--- src/rtl/denise_pkg.sv ---
// -----------------------------------------------------------------------------
// denise_pkg
// Shared constants and types for the Denise sprite engine:
//   HSTART_W        width of the horizontal counter and sprite start position
//   regKind_t       register kind carried in the low two REG_ADDR bits
//   CTL_ATTACH_BIT  CTL bit of an odd channel that attaches it to its even mate
//   CTL_H0_BIT      CTL bit holding hstart[0]
//   colorWidth()    width of the sprite colour index for a given channel count
// -----------------------------------------------------------------------------
package denise_pkg;

  localparam int HSTART_W       = 9;
  localparam int CTL_ATTACH_BIT = 7;
  localparam int CTL_H0_BIT     = 0;

  typedef enum logic [1:0] {
    REG_POS  = 2'd0,
    REG_CTL  = 2'd1,
    REG_DATA = 2'd2,
    REG_DATB = 2'd3
  } regKind_t;

  // Group index bits plus the two pixel bits of a channel.
  function automatic int colorWidth(input int numSpr);
    return $clog2(numSpr) + 1;
  endfunction

endpackage

--- src/rtl/denise_spr_engine_if.sv ---
// -----------------------------------------------------------------------------
// denise_spr_engine_if
// Pixel-strobe, register-write and sprite-output bundle of the sprite engine.
//   PIX_EN     lowres pixel strobe          LINE_STB   line start
//   REG_WE     register write strobe        REG_ADDR   {channel, kind}
//   REG_WDATA  register write data          SPR_COLOR  winning colour index
//   SPR_VALID  non-transparent pixel        SPR_GRP    per-group non-zero flags
//   SPR_CLX    per-channel non-zero flags
// master: the bus/timing side driving the engine; slave: the engine itself.
// -----------------------------------------------------------------------------
interface denise_spr_engine_if #(
  parameter int NUM_SPR = 8,
  parameter int DATA_W  = 16
) ();
  import denise_pkg::*;

  localparam int ADDR_W  = $clog2(NUM_SPR) + 2;
  localparam int COLOR_W = colorWidth(NUM_SPR);

  logic               PIX_EN;
  logic               LINE_STB;
  logic               REG_WE;
  logic [ADDR_W-1:0]  REG_ADDR;
  logic [DATA_W-1:0]  REG_WDATA;
  logic [COLOR_W-1:0] SPR_COLOR;
  logic               SPR_VALID;
  logic [NUM_SPR/2-1:0] SPR_GRP;
  logic [NUM_SPR-1:0] SPR_CLX;

  modport master (
    output PIX_EN, LINE_STB, REG_WE, REG_ADDR, REG_WDATA,
    input  SPR_COLOR, SPR_VALID, SPR_GRP, SPR_CLX
  );

  modport slave (
    input  PIX_EN, LINE_STB, REG_WE, REG_ADDR, REG_WDATA,
    output SPR_COLOR, SPR_VALID, SPR_GRP, SPR_CLX
  );

endinterface

--- src/rtl/denise_spr_chan.sv ---
// -----------------------------------------------------------------------------
// denise_spr_chan
// One hardware sprite channel: POS/CTL/DATA/DATB registers, armed flag,
// horizontal-start comparator and the A/B shifters.
//   clk, rst  clock and synchronous active-high reset
//   pixEn     pixel strobe          hcount  current horizontal position
//   we        write to this channel kind    register kind    wdata  write data
//   pixA/B    current pixel bits    attach  CTL attach bit (DENISE_SPR_ATTACH_EN)
// -----------------------------------------------------------------------------
module denise_spr_chan
  import denise_pkg::*;
#(
  parameter int DATA_W = 16
) (
  input  logic                clk,
  input  logic                rst,
  input  logic                pixEn,
  input  logic [HSTART_W-1:0] hcount,
  input  logic                we,
  input  regKind_t            kind,
  input  logic [DATA_W-1:0]   wdata,
  output logic                pixA,
  output logic                pixB,
  output logic                attach
);

  logic [7:0]          posReg;
  logic                ctlH0;
  logic [DATA_W-1:0]   dataReg, datbReg;
  logic [DATA_W-1:0]   shiftA, shiftB;
  logic                armed;
  logic [HSTART_W-1:0] hstart;
  logic                match;

  assign hstart = {posReg, ctlH0};
  // Uses the register state from before any write landing on this same edge.
  assign match  = pixEn && armed && (hcount == hstart);
  assign pixA   = shiftA[DATA_W-1];
  assign pixB   = shiftB[DATA_W-1];

  // NOTE: state updates use non-blocking assignments so every flop samples
  // pre-edge values; the load below therefore sees the old DATA even when a
  // DATA write happens on the same edge.
  always_ff @(posedge clk) begin
    if (rst) begin
      // NOTE: the data registers are plain flops, not a RAM, so they take the
      // reset like everything else and a freshly reset channel stays blank.
      posReg  <= '0;
      ctlH0   <= 1'b0;
      dataReg <= '0;
      datbReg <= '0;
      shiftA  <= '0;
      shiftB  <= '0;
      armed   <= 1'b0;
    end else begin
      // A match restarts the sprite even if it is still shifting out.
      if (match) begin
        shiftA <= dataReg;
        shiftB <= datbReg;
      end else if (pixEn) begin
        shiftA <= {shiftA[DATA_W-2:0], 1'b0};
        shiftB <= {shiftB[DATA_W-2:0], 1'b0};
      end
      if (we) begin
        case (kind)
          REG_POS:  posReg <= wdata[7:0];
          REG_CTL: begin
            ctlH0 <= wdata[CTL_H0_BIT];
            armed <= 1'b0;
          end
          REG_DATA: begin
            dataReg <= wdata;
            armed   <= 1'b1;
          end
          REG_DATB: datbReg <= wdata;
        endcase
      end
    end
  end

`ifdef DENISE_SPR_ATTACH_EN
  logic ctlAttach;
  always_ff @(posedge clk) begin
    if (rst) ctlAttach <= 1'b0;
    else if (we && kind == REG_CTL) ctlAttach <= wdata[CTL_ATTACH_BIT];
  end
  assign attach = ctlAttach;
`else
  assign attach = 1'b0;
`endif

endmodule

--- src/rtl/denise_spr_engine.sv ---
// -----------------------------------------------------------------------------
// denise_spr_engine
// Sprite serialiser and priority resolver: NUM_SPR channels, a 9-bit
// horizontal counter and the group/attached-pair colour resolver.
//   C14M  system clock             RST  synchronous active-high reset
//   bus   denise_spr_engine_if.slave (pixel/line strobes, register writes,
//         registered SPR_COLOR / SPR_VALID / SPR_GRP / SPR_CLX)
// Build option: define DENISE_SPR_ATTACH_EN to enable attached-pair colour;
// without it CTL[7] is ignored and every pair resolves in group mode.
// -----------------------------------------------------------------------------
module denise_spr_engine
  import denise_pkg::*;
#(
  parameter int NUM_SPR = 8,
  parameter int DATA_W  = 16
) (
  input logic                C14M,
  input logic                RST,
  denise_spr_engine_if.slave bus
);

  localparam int CHAN_W  = $clog2(NUM_SPR);
  localparam int NUM_GRP = NUM_SPR / 2;
  localparam int GRP_W   = CHAN_W - 1;
  localparam int COLOR_W = colorWidth(NUM_SPR);

  logic [HSTART_W-1:0] hcount;
  logic [CHAN_W-1:0]   regChan;
  regKind_t            regKind;
  logic [NUM_SPR-1:0]  pixA, pixB, chanAttach, clxNext;
  logic [NUM_GRP-1:0]  grpHit;
  logic [COLOR_W-1:0]  colorNext;
  logic [1:0]          evenP, oddP;

  assign regChan = bus.REG_ADDR[CHAN_W+1:2];
  assign regKind = regKind_t'(bus.REG_ADDR[1:0]);

  // LINE_STB wins over the increment; channels compare the pre-clear value.
  always_ff @(posedge C14M) begin
    if (RST)               hcount <= '0;
    else if (bus.LINE_STB) hcount <= '0;
    else if (bus.PIX_EN)   hcount <= hcount + HSTART_W'(1);
  end

  for (genvar i = 0; i < NUM_SPR; i++) begin : gChan
    denise_spr_chan #(.DATA_W(DATA_W)) uChan (
      .clk    (C14M),
      .rst    (RST),
      .pixEn  (bus.PIX_EN),
      .hcount (hcount),
      .we     (bus.REG_WE && (regChan == CHAN_W'(i))),
      .kind   (regKind),
      .wdata  (bus.REG_WDATA),
      .pixA   (pixA[i]),
      .pixB   (pixB[i]),
      .attach (chanAttach[i])
    );
  end

  assign clxNext = pixA | pixB;

  // Walk groups from highest to lowest so the lowest non-zero group is the
  // last writer of colorNext and therefore wins.
  always_comb begin
    // NOTE: every variable gets a default before the loop; otherwise a path
    // that skips an assignment would infer a latch.
    grpHit    = '0;
    colorNext = '0;
    evenP     = '0;
    oddP      = '0;
    for (int g = NUM_GRP - 1; g >= 0; g--) begin
      evenP     = {pixB[2*g], pixA[2*g]};
      oddP      = {pixB[2*g+1], pixA[2*g+1]};
      grpHit[g] = |{evenP, oddP};
      if (grpHit[g]) begin
        colorNext = {GRP_W'(g), (evenP != 2'b00) ? evenP : oddP};
`ifdef DENISE_SPR_ATTACH_EN
        // Attached pair forms one 4-bit colour {oddA, oddB, evenA, evenB}.
        if (chanAttach[2*g+1])
          colorNext = COLOR_W'({oddP[0], oddP[1], evenP[0], evenP[1]});
`endif
      end
    end
  end

`ifndef DENISE_SPR_ATTACH_EN
  logic unusedAttach;
  assign unusedAttach = &{1'b0, chanAttach};
`endif

  always_ff @(posedge C14M) begin
    if (RST) begin
      bus.SPR_COLOR <= '0;
      bus.SPR_VALID <= 1'b0;
      bus.SPR_GRP   <= '0;
      bus.SPR_CLX   <= '0;
    end else begin
      bus.SPR_COLOR <= colorNext;
      bus.SPR_VALID <= |grpHit;
      bus.SPR_GRP   <= grpHit;
      bus.SPR_CLX   <= clxNext;
    end
  end

endmodule
--- src/flat_wrapper.sv ---
// flat-port wrapper written by rule: the top's interface ports become plain ports
module denise_spr_engine_flat import denise_pkg::*;
#(
  parameter int NUM_SPR = 8,
  parameter int DATA_W  = 16
)
  (C14M, RST, bus_PIX_EN, bus_LINE_STB, bus_REG_WE, bus_REG_ADDR, bus_REG_WDATA, bus_SPR_COLOR, bus_SPR_VALID, bus_SPR_GRP, bus_SPR_CLX);
  denise_spr_engine_if #(.NUM_SPR(NUM_SPR), .DATA_W(DATA_W)) bus_i ();
  input logic C14M;
  input logic RST;
  input wire logic [$bits(bus_i.PIX_EN)-1:0] bus_PIX_EN;
  input wire logic [$bits(bus_i.LINE_STB)-1:0] bus_LINE_STB;
  input wire logic [$bits(bus_i.REG_WE)-1:0] bus_REG_WE;
  input wire logic [$bits(bus_i.REG_ADDR)-1:0] bus_REG_ADDR;
  input wire logic [$bits(bus_i.REG_WDATA)-1:0] bus_REG_WDATA;
  output wire logic [$bits(bus_i.SPR_COLOR)-1:0] bus_SPR_COLOR;
  output wire logic [$bits(bus_i.SPR_VALID)-1:0] bus_SPR_VALID;
  output wire logic [$bits(bus_i.SPR_GRP)-1:0] bus_SPR_GRP;
  output wire logic [$bits(bus_i.SPR_CLX)-1:0] bus_SPR_CLX;
  assign bus_i.PIX_EN = bus_PIX_EN;
  assign bus_i.LINE_STB = bus_LINE_STB;
  assign bus_i.REG_WE = bus_REG_WE;
  assign bus_i.REG_ADDR = bus_REG_ADDR;
  assign bus_i.REG_WDATA = bus_REG_WDATA;
  assign bus_SPR_COLOR = bus_i.SPR_COLOR;
  assign bus_SPR_VALID = bus_i.SPR_VALID;
  assign bus_SPR_GRP = bus_i.SPR_GRP;
  assign bus_SPR_CLX = bus_i.SPR_CLX;
  denise_spr_engine #(.NUM_SPR(NUM_SPR), .DATA_W(DATA_W)) u_core (.C14M(C14M), .RST(RST), .bus(bus_i));
endmodule
--- config.mk ---
export PLATFORM = sky130hd
export DESIGN_NAME = denise_spr_engine_flat
export DESIGN_NICKNAME = d
export VERILOG_FILES = /design/src/rtl/denise_pkg.sv /design/src/rtl/denise_spr_engine_if.sv /design/src/rtl/denise_spr_chan.sv /design/src/rtl/denise_spr_engine.sv /design/src/flat_wrapper.sv
export SDC_FILE = /design/constraint.sdc
export NUM_CORES = 1
export LEC_CHECK = 0
export BUFFER_PORTS_ARGS = -buffer_cell sky130_fd_sc_hd__buf_4
export CAP_MARGIN = 5
export CORE_ASPECT_RATIO = 0.6
export CORE_MARGIN = 2
export CORE_UTILIZATION = 55
export DETAILED_ROUTE_END_ITERATION = 12
export PLACE_DENSITY = 0.71
export SLEW_MARGIN = 0
export SYNTH_ARGS = -nofsm -noshare
export SYNTH_HDL_FRONTEND = slang
export SYNTH_SLANG_ARGS = --single-unit
--- constraint.sdc ---
create_clock -name C14M -period 4.15 [get_ports C14M]
set_input_delay 0.83 -clock C14M [delete_from_list [all_inputs] [get_ports C14M]]
set_output_delay 0.83 -clock C14M [all_outputs]
set_load 0.02 [all_outputs]
==> Word-level counts from Yosys, hierarchy flattened <==
Cells that the tools add are included.
{ "classes": {"addsub": 1, "div_mod_pow": 0, "eq_ne": 18, "order_cmp": 0, "shift": 0, "bitwise": 1, "n_mul": 0, "reduce_logical": 87, "mux": 41} }
{ "ops": {"columns": ["cell", "count"], "rows": [
  ["two-way mux 16 bit", 32],
  ["AND reduction 2 bit", 40],
  ["equality test 9 bit", 8],
  ["nonzero test 2 bit", 13],
  ["logical AND 1 bit", 24],
  ["OR reduction 16 bit", 1],
  ["OR reduction 4 bit", 4],
  ["equality test 3 bit, second input constant", 4],
  ["two-way mux 2 bit", 5],
  ["adder 9 x 1 -> 9 bit, second input constant", 1],
  ["OR reduction 9 bit", 1],
  ["two-way mux 4 bit", 2],
  ["OR 8 bit", 1],
  ["equality test 3 x 2 -> 1 bit, second input constant", 2],
  ["OR reduction 5 bit", 1],
  ["equality test 2 bit, second input constant", 2],
  ["equality test 3 x 1 -> 1 bit, second input constant", 1],
  ["logical NOT 3 bit", 1],
  ["two-way mux 3 bit", 1],
  ["equality test 2 x 1 -> 1 bit, second input constant", 1],
  ["logical NOT 2 bit", 1],
  ["one-hot mux 1 bit (2 select lines)", 1],
  ["OR reduction 2 bit", 1]
]} }
{ "totals": {"elab_cells": 211, "mem_count": 0, "ff_bits": 618, "in_bits": 26, "latchBits": 0, "mem_bits_rw": 0, "mem_bits_ro": 0} }

==> Depth between registers and ports, before layout <==
Gate-level depths: netlist of run 1.
{ "logic_depth": {"ltp_word": 6, "ltp_mapped": 8, "depth_no_buf": 6} }

==> By module <==
From an unflattened synthesis of run 1, not the netlist that was laid out.
{ "unflattened": {"cells_unflattened": 3333, "area_unflattened_um2": 27501.4} }
{ "modules_own_cells": {"columns": ["mod", "n_inst", "cells_per_inst", "area_each_um2"], "rows": [
  ["denise_spr_chan", 8, 401, 3305.7],
  ["denise_spr_engine", 1, 125, 1056.0]
]} }

==> Worst setup path after synthesis of run 1 <==
OpenSTA, ideal clock, no wires.
{ "synth_path": {"kind": "input to register", "from": "input port bus_REG_ADDR[0]", "to": "register u_core.gChan[1].uChan.dataReg[10]", "required_ps": 4018, "arrival_ps": 2142, "path_buffers": 3, "path_stages": 8, "setup_slack_ps": 1875, "cell_sequence": "inv_1 > ha_1 > clkbuf_1 > clkbuf_1 > nand2_1 > clkbuf_1 > nand2_1 > a21oi_1"} }
{ "synth_via": {"elab_chain_len": 2} }
{ "synth_lines": {"columns": ["item", "line_no", "rtl"], "rows": [
  ["start, declared", "flat_wrapper.sv:14", "input wire logic [$bits(bus_i.REG_ADDR)-1:0] bus_REG_ADDR;"],
  ["equality test 2 bit", "denise_spr_chan.sv:65", "case (kind)"],
  ["AND reduction 2 bit (no source line)", null, null],
  ["end signal, assigned", "denise_spr_chan.sv:72", "dataReg <= wdata;"],
  ["end, declared", "denise_spr_chan.sv:29", "logic [DATA_W-1:0] dataReg, datbReg;"]
]} }
No other way between the ends.
A chain may end at the register's enable or synchronous reset.

==> Worst setup path in the final report of run 1 <==
{ "layout_path": {"from": "register u_core.hcount[3]", "to": "register u_core.gChan[2].uChan.shiftA[15]"} }
{ "layout_via": {"elab_chain_len": 3, "word_cells_on_any_way": 4, "cone_classes": "1 x eq/ne; 1 x mux; 2 x reduce/logical"} }
{ "layout_lines": {"columns": ["item", "line_no", "rtl"], "rows": [
  ["start, declared", "denise_spr_engine.sv:27", "logic [HSTART_W-1:0] hcount;"],
  ["start signal, assigned", "denise_spr_engine.sv:42", "else if (bus.PIX_EN) hcount <= hcount + HSTART_W'(1);"],
  ["equality test 9 bit *", "denise_spr_chan.sv:37", "assign match = pixEn && armed && (hcount == hstart);"],
  ["logical AND 1 bit *", "denise_spr_chan.sv:37", null],
  ["two-way mux 16 bit or nonzero test 2 bit (tied branches)", null, null],
  ["end signal, assigned", "denise_spr_chan.sv:58", "shiftA <= dataReg;"],
  ["end signal, assigned", "denise_spr_chan.sv:61", "shiftA <= {shiftA[DATA_W-2:0], 1'b0};"],
  ["end, declared", "denise_spr_chan.sv:30", "logic [DATA_W-1:0] shiftA, shiftB;"]
]} }
Every way passes the cells marked *; elsewhere a longest branch is shown, timed or not.

==> impl_metrics.ini, run 1 <==
[drt]
via_count = 19500
dr.pass1.iters = 8
routedWlPerCell_microns = 18.3
avgViaCountPerCell = 5.72
drtAntennaViolNets = 0
drt-initial-drc-count = 1778
drc = 0
wl_microns = 62300

[yosys]
yosysWarnings = 0
ys_ff_latch = 618
netlist_area_sq_mm = 0.0251
syn_nets = 2928
yosysSeqAreaShare = 0.493
synth_top_area_frac = 0.493
yosysTopAreaCell = dfxtp_1
synth_top_cells_by_count = 624 x nand2_1, 618 x dfxtp_1, 330 x a21oi_1
ys_types = 37
syn-mean-instance-area_sq_um = 8.66
synth_edf_count = 0
async_reset_ff_frac = 0
synthFlopType = dfxtp_1
yosysMostFrequentCell = nand2_1
ys_top_cells_by_area = dfxtp_1 49%, mux2i_1 10%, nand2_1 9.3%
syn_inst = 2897

[floorplan]
top_level_ports = 43
core_sq_mm = 0.0449
start_util = 0.559
chipWidth_microns = 280
dieArea_sq_mm = 0.0474
rows = 60
fp.dieH_microns = 169

[global_routing]
grt_pass1_vias = 18100
grt_overflow = 0
grt_pass1_wl_microns = 98700
grt_max_degree = 197
track_usage = 0.259
antenna_found_initial = 2

[critical_path]
arrival_ns = 3.22
path_max_fanout = 32
cp-end-kind = flop
required_ns = 4.58
start_kind = flop
path_class = reg2reg

[pwr]
power_density_mw_per_mm2 = 448
ir_worst_vdd_v = 0.000377
p_leak_uw = 0.0112

[timing]
drv_slew = 0
hold_violations = 0
setup_ws_ns = 1.36
rsz0062_at_grt = false
fin_crit_sh = 0.673
tightest_slew_ns = 1.11
final.min_clock_period_ns = 2.79
timing.fmax_ghz = 0.358
timing.setup.tns_ns = 0
skew_ns = 0.0221
setup_viol = 0
max_slew_margin = 0.260

[clock_tree]
cts_inserted_buffers = 54
postCtsSetupRepairBufs = 0
insertion_delay_ns = 0.60
cts_htree_levels = 2
hold_buffers = 0
cts_tree = built
cts_root_buf = clkbuf_16
clk_pin_slew_ns = 0.07
clock_sinks = 618
post_cts.resized_instances = 0
cts_buffer_depth = 3

[job]
cap_viol_max_count = 0

[placement]
hpwl_microns = 34300
dpl.cell_count = 3303
portBuffers = 42
globalplace.congestion = 0.807
place_ws_ns = 1.32

[finish]
multiInputGateArea_sq_mm = 0.0114
antenna_cells = 0
areaGrowthSynthToFinish_pct = 7.71
layout-drive-gt1-share = 0.0686
seq_area_sq_mm = 0.0124
num-fill-cells = 3860
fin_nets = 2801
fin_cells = 3401

[min_path]
hp-class = reg2reg

[run_status]
status = finished, final reports clean
## where the power goes
part           total (uW)  leakage, uW  switching [uW]  internal [uW]
clock                5100     0.000879            2240           2860
sequential           6220      0.00503             107           6110
combinational         793      0.00526             545            248
total               12100       0.0112            2890           9220
## worst paths after layout
kind / start / endpoint / slack, ns / depth (start not counted)
worst max register to register: u_core.hcount[3] / u_core.gChan[2].uChan.shiftA[15] / 1.36 / 5
worst min register to register: u_core.gChan[7].uChan.datbReg[0] / u_core.gChan[7].uChan.datbReg[0] / 0.45 / 2
worst min-delay path: u_core.gChan[7].uChan.datbReg[0] / u_core.gChan[7].uChan.datbReg[0] / 0.45 / 2
worst max-delay path: u_core.hcount[3] / u_core.gChan[2].uChan.shiftA[15] / 1.36 / 5
## cells by family after synthesis
family	share of synthesized area
buffers and inverters	0.0531
AOI/OAI and AO/OA	0.145
xor gates and xnor gates	0.0282
DFF	0.493
and+or+nand+nor	0.176
muxes	0.102
adders and majority gates	0.00249
## layout make-up
cell class	instances	area share
Sequential cell	618	0.458
Multi-Input combinational cell	1999	0.422
Clock buffer	83	0.0612
Tap cell	589	0.0273
Timing Repair Buffer	76	0.0244
Clock inverter	15	0.00491
Inverter	21	0.00292
## cells in the final DEF, fill, tap and decap left out, types with 5 or more instances in the layout
master / n
nand2_1: 624
dfxtp_1: 618
a21oi_1: 330
nor2_1: 305
mux2i_1: 256
a211oi_1: 240
buf_4: 68
nand3_1: 67
xor2_1: 66
clkbuf_16: 57
inv_1: 21
a2bb2oi_1: 16
and2_1: 16
xnor2_1: 13
clkbuf_8: 13
clkbuf_1: 13
nor4_2: 12
clkinv_2: 10
nand3_2: 6
nor4_1: 6
and3_1: 6
buf_12: 6
and3_4: 5
nand2b_1: 5
## metal layers
layer  track usage  up-vias  wire, microns
met5             0        -              0
li1              -     9516              -
met1         0.366     9290          29200
met3        0.0431      119           3960
met4        0.0809        0           1640
met2         0.406      542          27500
## critical path, cell delays in order (launching register included)
cell	delay [ns]
dfxtp_1	0.89
xor2_1	0.17
nor4_2	0.41
nand3_4	0.55
mux2i_1	0.47
a211oi_1	0.12
## per-stage QoR
| stage | utilization | total power (uW) | instance area [sq um] | hold WS (ns) |
|---|---|---|---|---|
| 6_report | 0.602 | 12100 | 27000 | 0.453 |
| 5_1_grt | 0.602 | 12500 | 27000 | 0.466 |
| 4_1_cts | 0.602 | 12200 | 27000 | 0.454 |
| 3_5_place_dp | 0.562 | 7130 | 25200 | 0.446 |
| 3_3_place_gp | 0.562 | 7100 | 25200 | 0.440 |
| 2_1_floorplan | - | 6860 | 25100 | 0.432 |
## registers in the layout, summed over array words and instances (netlist names), 4 cells and up
signal and count:
u_core.gChan.uChan.datbReg 128, u_core.gChan.uChan.posReg 64, u_core.hcount 9, u_core.gChan.uChan.shiftB 128, u_core.gChan.uChan.dataReg 128, u_core.bus.SPR_GRP 4, u_core.bus.SPR_CLX 8, u_core.gChan.uChan.shiftA 128
u_core.gChan.uChan.armed 8, u_core.gChan.uChan.ctlH0 8, u_core.bus.SPR_COLOR 4
(Power assumes the default switching activity.)
==> run 2, diff against run 1 <==
==> constraint.sdc (replaced) <==
create_clock -name C14M -period 2.6 [get_ports C14M]
set_input_delay 0.52 -clock C14M [delete_from_list [all_inputs] [get_ports C14M]]
set_output_delay 0.52 -clock C14M [all_outputs]
set_load 0.02 [all_outputs]
==> run 2 against run 1 <==
Sequential share of layout area fell by 0.90 points. Clock power rose by 65%. Final cell count rose by 1.5%. Via count rose by 1.0%. Non-clock buffer count rose by 47. Wire length rose by 0.46%. Register-to-register slack got worse by 1.2 ns. Largest cell class unchanged.
==> impl_metrics.ini, run 2 (synthesis results as in run 1) <==
[run_status]
status = finished, final reports clean

[drt]
dr.pass1.iters = 5
avgViaCountPerCell = 5.69
drtAntennaViolNets = 0
drc = 0
routedWlPerCell_microns = 18.1
via_count = 19700
drt-initial-drc-count = 1682
wl_microns = 62500

[global_routing]
grt_pass1_vias = 18300
grt-busiest-layer = met2
antenna_found_initial = 0
grt_max_degree = 170
grt.met1_usage = 0.366
grt_pass1_wl_microns = 99500
track_usage = 0.261
grt_use_met3 = 0.0478
grt_use_met2 = 0.416
grt_overflow = 0

[placement]
globalplace.congestion = 0.803
post_dp_cell_area_sq_mm = 0.0257
hpwl_microns = 36100
portBuffers = 42

[critical_path]
required_ns = 3.04
path_class = reg2reg
path_max_fanout = 32
crit_start = u_core.hcount[7]
start_kind = flop
crit-reg2reg-launch = u_core.hcount[7]
cp-end-kind = flop
arrival_ns = 2.85

[floorplan]
chipWidth_microns = 280
core_sq_mm = 0.0449
top_level_ports = 43
start_util = 0.559
rows = 60
fp.dieH_microns = 169
dieArea_sq_mm = 0.0474

[clock_tree]
hold_buffers = 0
cts_root_buf = clkbuf_16
cts_htree_levels = 2
postCtsSetupRepairBufs = 0
cts_inserted_buffers = 55
clk_pin_slew_ns = 0.07
clock_sinks = 618
cts_buffer_depth = 3
insertion_delay_ns = 0.61
cts_tree = built
post_cts.resized_instances = 0

[timing]
hold_violations = 0
drv_slew = 0
max_slew_margin = 0.290
skew_ns = 0.0279
tightest_slew_ns = 1.06
timing.setup.tns_ns = 0
final.min_clock_period_ns = 2.40
fin_crit_sh = 0.924
rsz0062_at_grt = false
setup_viol = 0
timing.fmax_ghz = 0.416

[finish]
post-route-util = 0.614
mostFrequentLayoutCells = 624 x nand2_1, 618 x dfxtp_1, 330 x a21oi_1
fin_nets = 2849
design_area_sq_mm = 0.0276
antenna_cells = 0
mostFrequentLayoutCell = nand2_1
layout-drive-gt1-share = 0.0859
areaGrowthSynthToFinish_pct = 9.86

[pwr]
swShare = 0.239
power_density_mw_per_mm2 = 712
clkPwrFrac = 0.429
power_switching_uw = 4700
ir_worst_vdd_v = 0.000530
p_seq_frac = 0.505
p_leak_uw = 0.0115
p_comb_frac = 0.066
power.internal_uw = 14900

[job]
cap_viol_max_count = 0

[min_path]
hp-class = in2reg
hp-start = bus_LINE_STB
## run 2: final cells by class
type                       instances  area (sq um)
clock buffer                      86          1680
clock inverter                    17           203
fill                            3801         17300
inverter                          21          78.8
multi-input combinational       1999         11400
sequential                       618         12400
tap                              589           737
timing repair buffer             123          1100
## run 2: final timing paths
path | endpoint | slack, ns | cells after the start
worst max-delay path | u_core.gChan[2].uChan.shiftA[15] | 0.20 | 7
worst min register to register | u_core.gChan[0].uChan.datbReg[14] | 0.45 | 2
worst min-delay path | u_core.hcount[7] | 0.31 | 3
worst max register to register | u_core.gChan[2].uChan.shiftA[15] | 0.20 | 7
## run 2: power groups by stage
stage / combinational, uW / sequential (uW) / clock [uW]
detailed placement: 1290 / 10100 / 0
finish: 1300 / 9920 / 8420
global placement: 1250 / 10100 / 0
global route: 1410 / 9950 / 8950
floorplan: 843 / 10100 / 0
CTS: 1290 / 9920 / 8520
## run 2: worst max-delay path, stage by stage (launching register included)
cell and delay, ns:
dfxtp_1 0.51, buf_4 0.27, xor2_1 0.24, nor4_2 0.11, nand3_4 0.09, buf_4 0.48
mux2i_1 0.40, a211oi_1 0.13
## run 2: layer usage
metal	wire length (microns)	up-vias
li1	-	9638
met1	28700	9362
met2	28300	559
met3	4270	104
met4	1330	0
met5	0	-
## run 2: per-stage QoR
stage                     hold WS (ns)  total power, uW  std cells  setup WS (ns)
final                            0.306            19600       3453          0.197
after floorplan                  0.432            11000       2897          0.635
after detailed placement         0.446            11400       3350          0.352
after CTS                        0.292            19700       3453          0.298
after global placement           0.440            11400       3350          0.382
after global routing             0.312            20300       3453          0.169
==> run 3, diff against run 2 <==
--- a/config.mk
+++ b/config.mk
@@ -6,12 +6,15 @@
 export NUM_CORES = 1
 export LEC_CHECK = 0
 export BUFFER_PORTS_ARGS = -buffer_cell sky130_fd_sc_hd__buf_4
-export CAP_MARGIN = 5
+export CAP_MARGIN = 20
+export CELL_PAD_IN_SITES_DETAIL_PLACEMENT = 1
+export CELL_PAD_IN_SITES_GLOBAL_PLACEMENT = 1
 export CORE_ASPECT_RATIO = 0.6
 export CORE_MARGIN = 2
-export CORE_UTILIZATION = 55
+export CORE_UTILIZATION = 48
+export CTS_BUF_LIST = sky130_fd_sc_hd__clkbuf_16
 export DETAILED_ROUTE_END_ITERATION = 12
-export PLACE_DENSITY = 0.71
+export PLACE_DENSITY_LB_ADDON = 0.1
 export SLEW_MARGIN = 0
 export SYNTH_ARGS = -nofsm -noshare
 export SYNTH_HDL_FRONTEND = slang
==> run 3 against run 2 <==
Die area up 14%. Global-route usage down 0.072 points. Fmax up 7.3%. Setup slack better by 0.16 ns. Critical endpoint is now u_core.gChan[4].uChan.shiftB[13].
==> impl_metrics.ini, run 3 (synthesis results as in run 1) <==
[timing]
rsz0062_at_grt = false
hold_violations = 0
timing.fmax_ghz = 0.446
timing.hold.ws_ns = 0.265
drv_slew = 0
fin_crit_sh = 0.862
setup_viol = 0
max_slew_margin = 0.260
tightest_slew_ns = 1.11
skew_ns = 0.0162
final.min_clock_period_ns = 2.24
timing.setup.tns_ns = 0

[clock_tree]
post_cts.resized_instances = 0
cts_tree = built
hold_buffers = 0
postCtsSetupRepairBufs = 0
cts_root_buf = clkbuf_16
insertion_delay_ns = 0.61
cts_inserted_buffers = 57
cts_htree_levels = 2
cts_buffer_depth = 3
clock_sinks = 618
clk_pin_slew_ns = 0.06

[pwr]
power.internal_uw = 14600
ir_worst_vdd_v = 0.000479
power_switching_uw = 4740
power_density_mw_per_mm2 = 701
p_comb_frac = 0.068
clkPwrFrac = 0.418
p_leak_uw = 0.0115
p_seq_frac = 0.514
swShare = 0.245

[floorplan]
chipWidth_microns = 299
fp.dieH_microns = 181
rows = 64
top_level_ports = 43
start_util = 0.489
core_sq_mm = 0.0513
dieArea_sq_mm = 0.0542

[run_status]
status = finished, final reports clean

[min_path]
hp-class = in2reg

[global_routing]
grt_pass1_vias = 20500
antenna_found_initial = 2
grt.met1_usage = 0.359
track_usage = 0.260
grt-busiest-layer = met2
grt_use_met2 = 0.437
grt_overflow = 0
grt_pass1_wl_microns = 113000
grt_max_degree = 226
grt_use_met3 = 0.0345

[drt]
drc = 0
wl_microns = 70700
via_count = 19800
drtAntennaViolNets = 0
dr.pass1.iters = 5
drt-initial-drc-count = 1061
routedWlPerCell_microns = 19.9
avgViaCountPerCell = 5.57

[critical_path]
start_kind = flop
arrival_ns = 2.74
cp-end-kind = flop
required_ns = 3.10
path_max_fanout = 32
path_class = reg2reg

[finish]
mostFrequentLayoutCells = 624 x nand2_1, 618 x dfxtp_1, 330 x a21oi_1
antenna_cells = 0
areaGrowthSynthToFinish_pct = 9.91
mostFrequentLayoutCell = nand2_1
fin_nets = 2847
layout-drive-gt1-share = 0.0783

[job]
cap_viol_max_count = 0

[placement]
globalplace.congestion = 0.782
portBuffers = 42
hpwl_microns = 41300
==> run 3: cell types whose count changed in the layout (fill, tap and decap cells not counted), moves of 3 or more <==
cell	before	now
clkbuf_16	55	58
clkbuf_8	19	0
buf_12	13	16
clkbuf_1	12	0
clkinv_1	0	19
buf_4	108	101
inv_1	21	34
==> run 3: worst max-delay path, stage by stage (launching register included) <==
cell	delay (ns)
dfxtp_1	0.61
buf_4	0.27
xor2_1	0.11
nor4_2	0.30
nand3_2	0.16
buf_12	0.22
mux2i_1	0.16
a211oi_1	0.28
==> run 3: worst paths after layout <==
kind	start	endpoint	slack, ns	depth (start not counted)
max	u_core.hcount[3]	u_core.gChan[4].uChan.shiftB[13]	0.36	7
min	bus_PIX_EN	u_core.gChan[2].uChan.shiftA[3]	0.26	2
max reg2reg	u_core.hcount[3]	u_core.gChan[4].uChan.shiftB[13]	0.36	7
min reg2reg	u_core.gChan[7].uChan.datbReg[13]	u_core.gChan[7].uChan.datbReg[13]	0.45	2
==> run 3: layer usage <==
metal  part of all wire  vias to the layer above
met5                  0                        -
met4              0.017                        0
met3              0.035                       85
met2               0.47                      256
met1               0.48                     9839
li1                   -                     9622
==> run 3: final cells by class <==
class / instances / area (sq um)
sequential: 618 / 12400
multi-input combinational: 1999 / 11400
inverter: 21 / 78.8
fill: 5914 / 23700
clock inverter: 47 / 309
tap: 693 / 867
clock buffer: 58 / 1450
timing repair buffer: 119 / 1110
==> run 3: through the flow <==
step	instance area (sq um)	instances	worst slack, ns	utilization	total power (uW)
after floorplan	25100	2897	0.635	-	11000
after global placement	25800	3450	0.480	0.503	11400
after detailed placement	25800	3450	0.396	0.503	11500
after CTS	27600	3555	0.346	0.537	19500
after global routing	27600	3555	0.162	0.537	20100
final	27600	3555	0.360	0.537	19300
==> run 3: power groups by stage <==
| stage | combinational (uW) | sequential, uW | clock, uW |
|---|---|---|---|
| after floorplan | 843 | 10100 | 0 |
| after global placement | 1270 | 10100 | 0 |
| after detailed placement | 1320 | 10100 | 0 |
| after CTS | 1330 | 9930 | 8260 |
| after global routing | 1450 | 9960 | 8670 |
| final | 1320 | 9940 | 8080 |
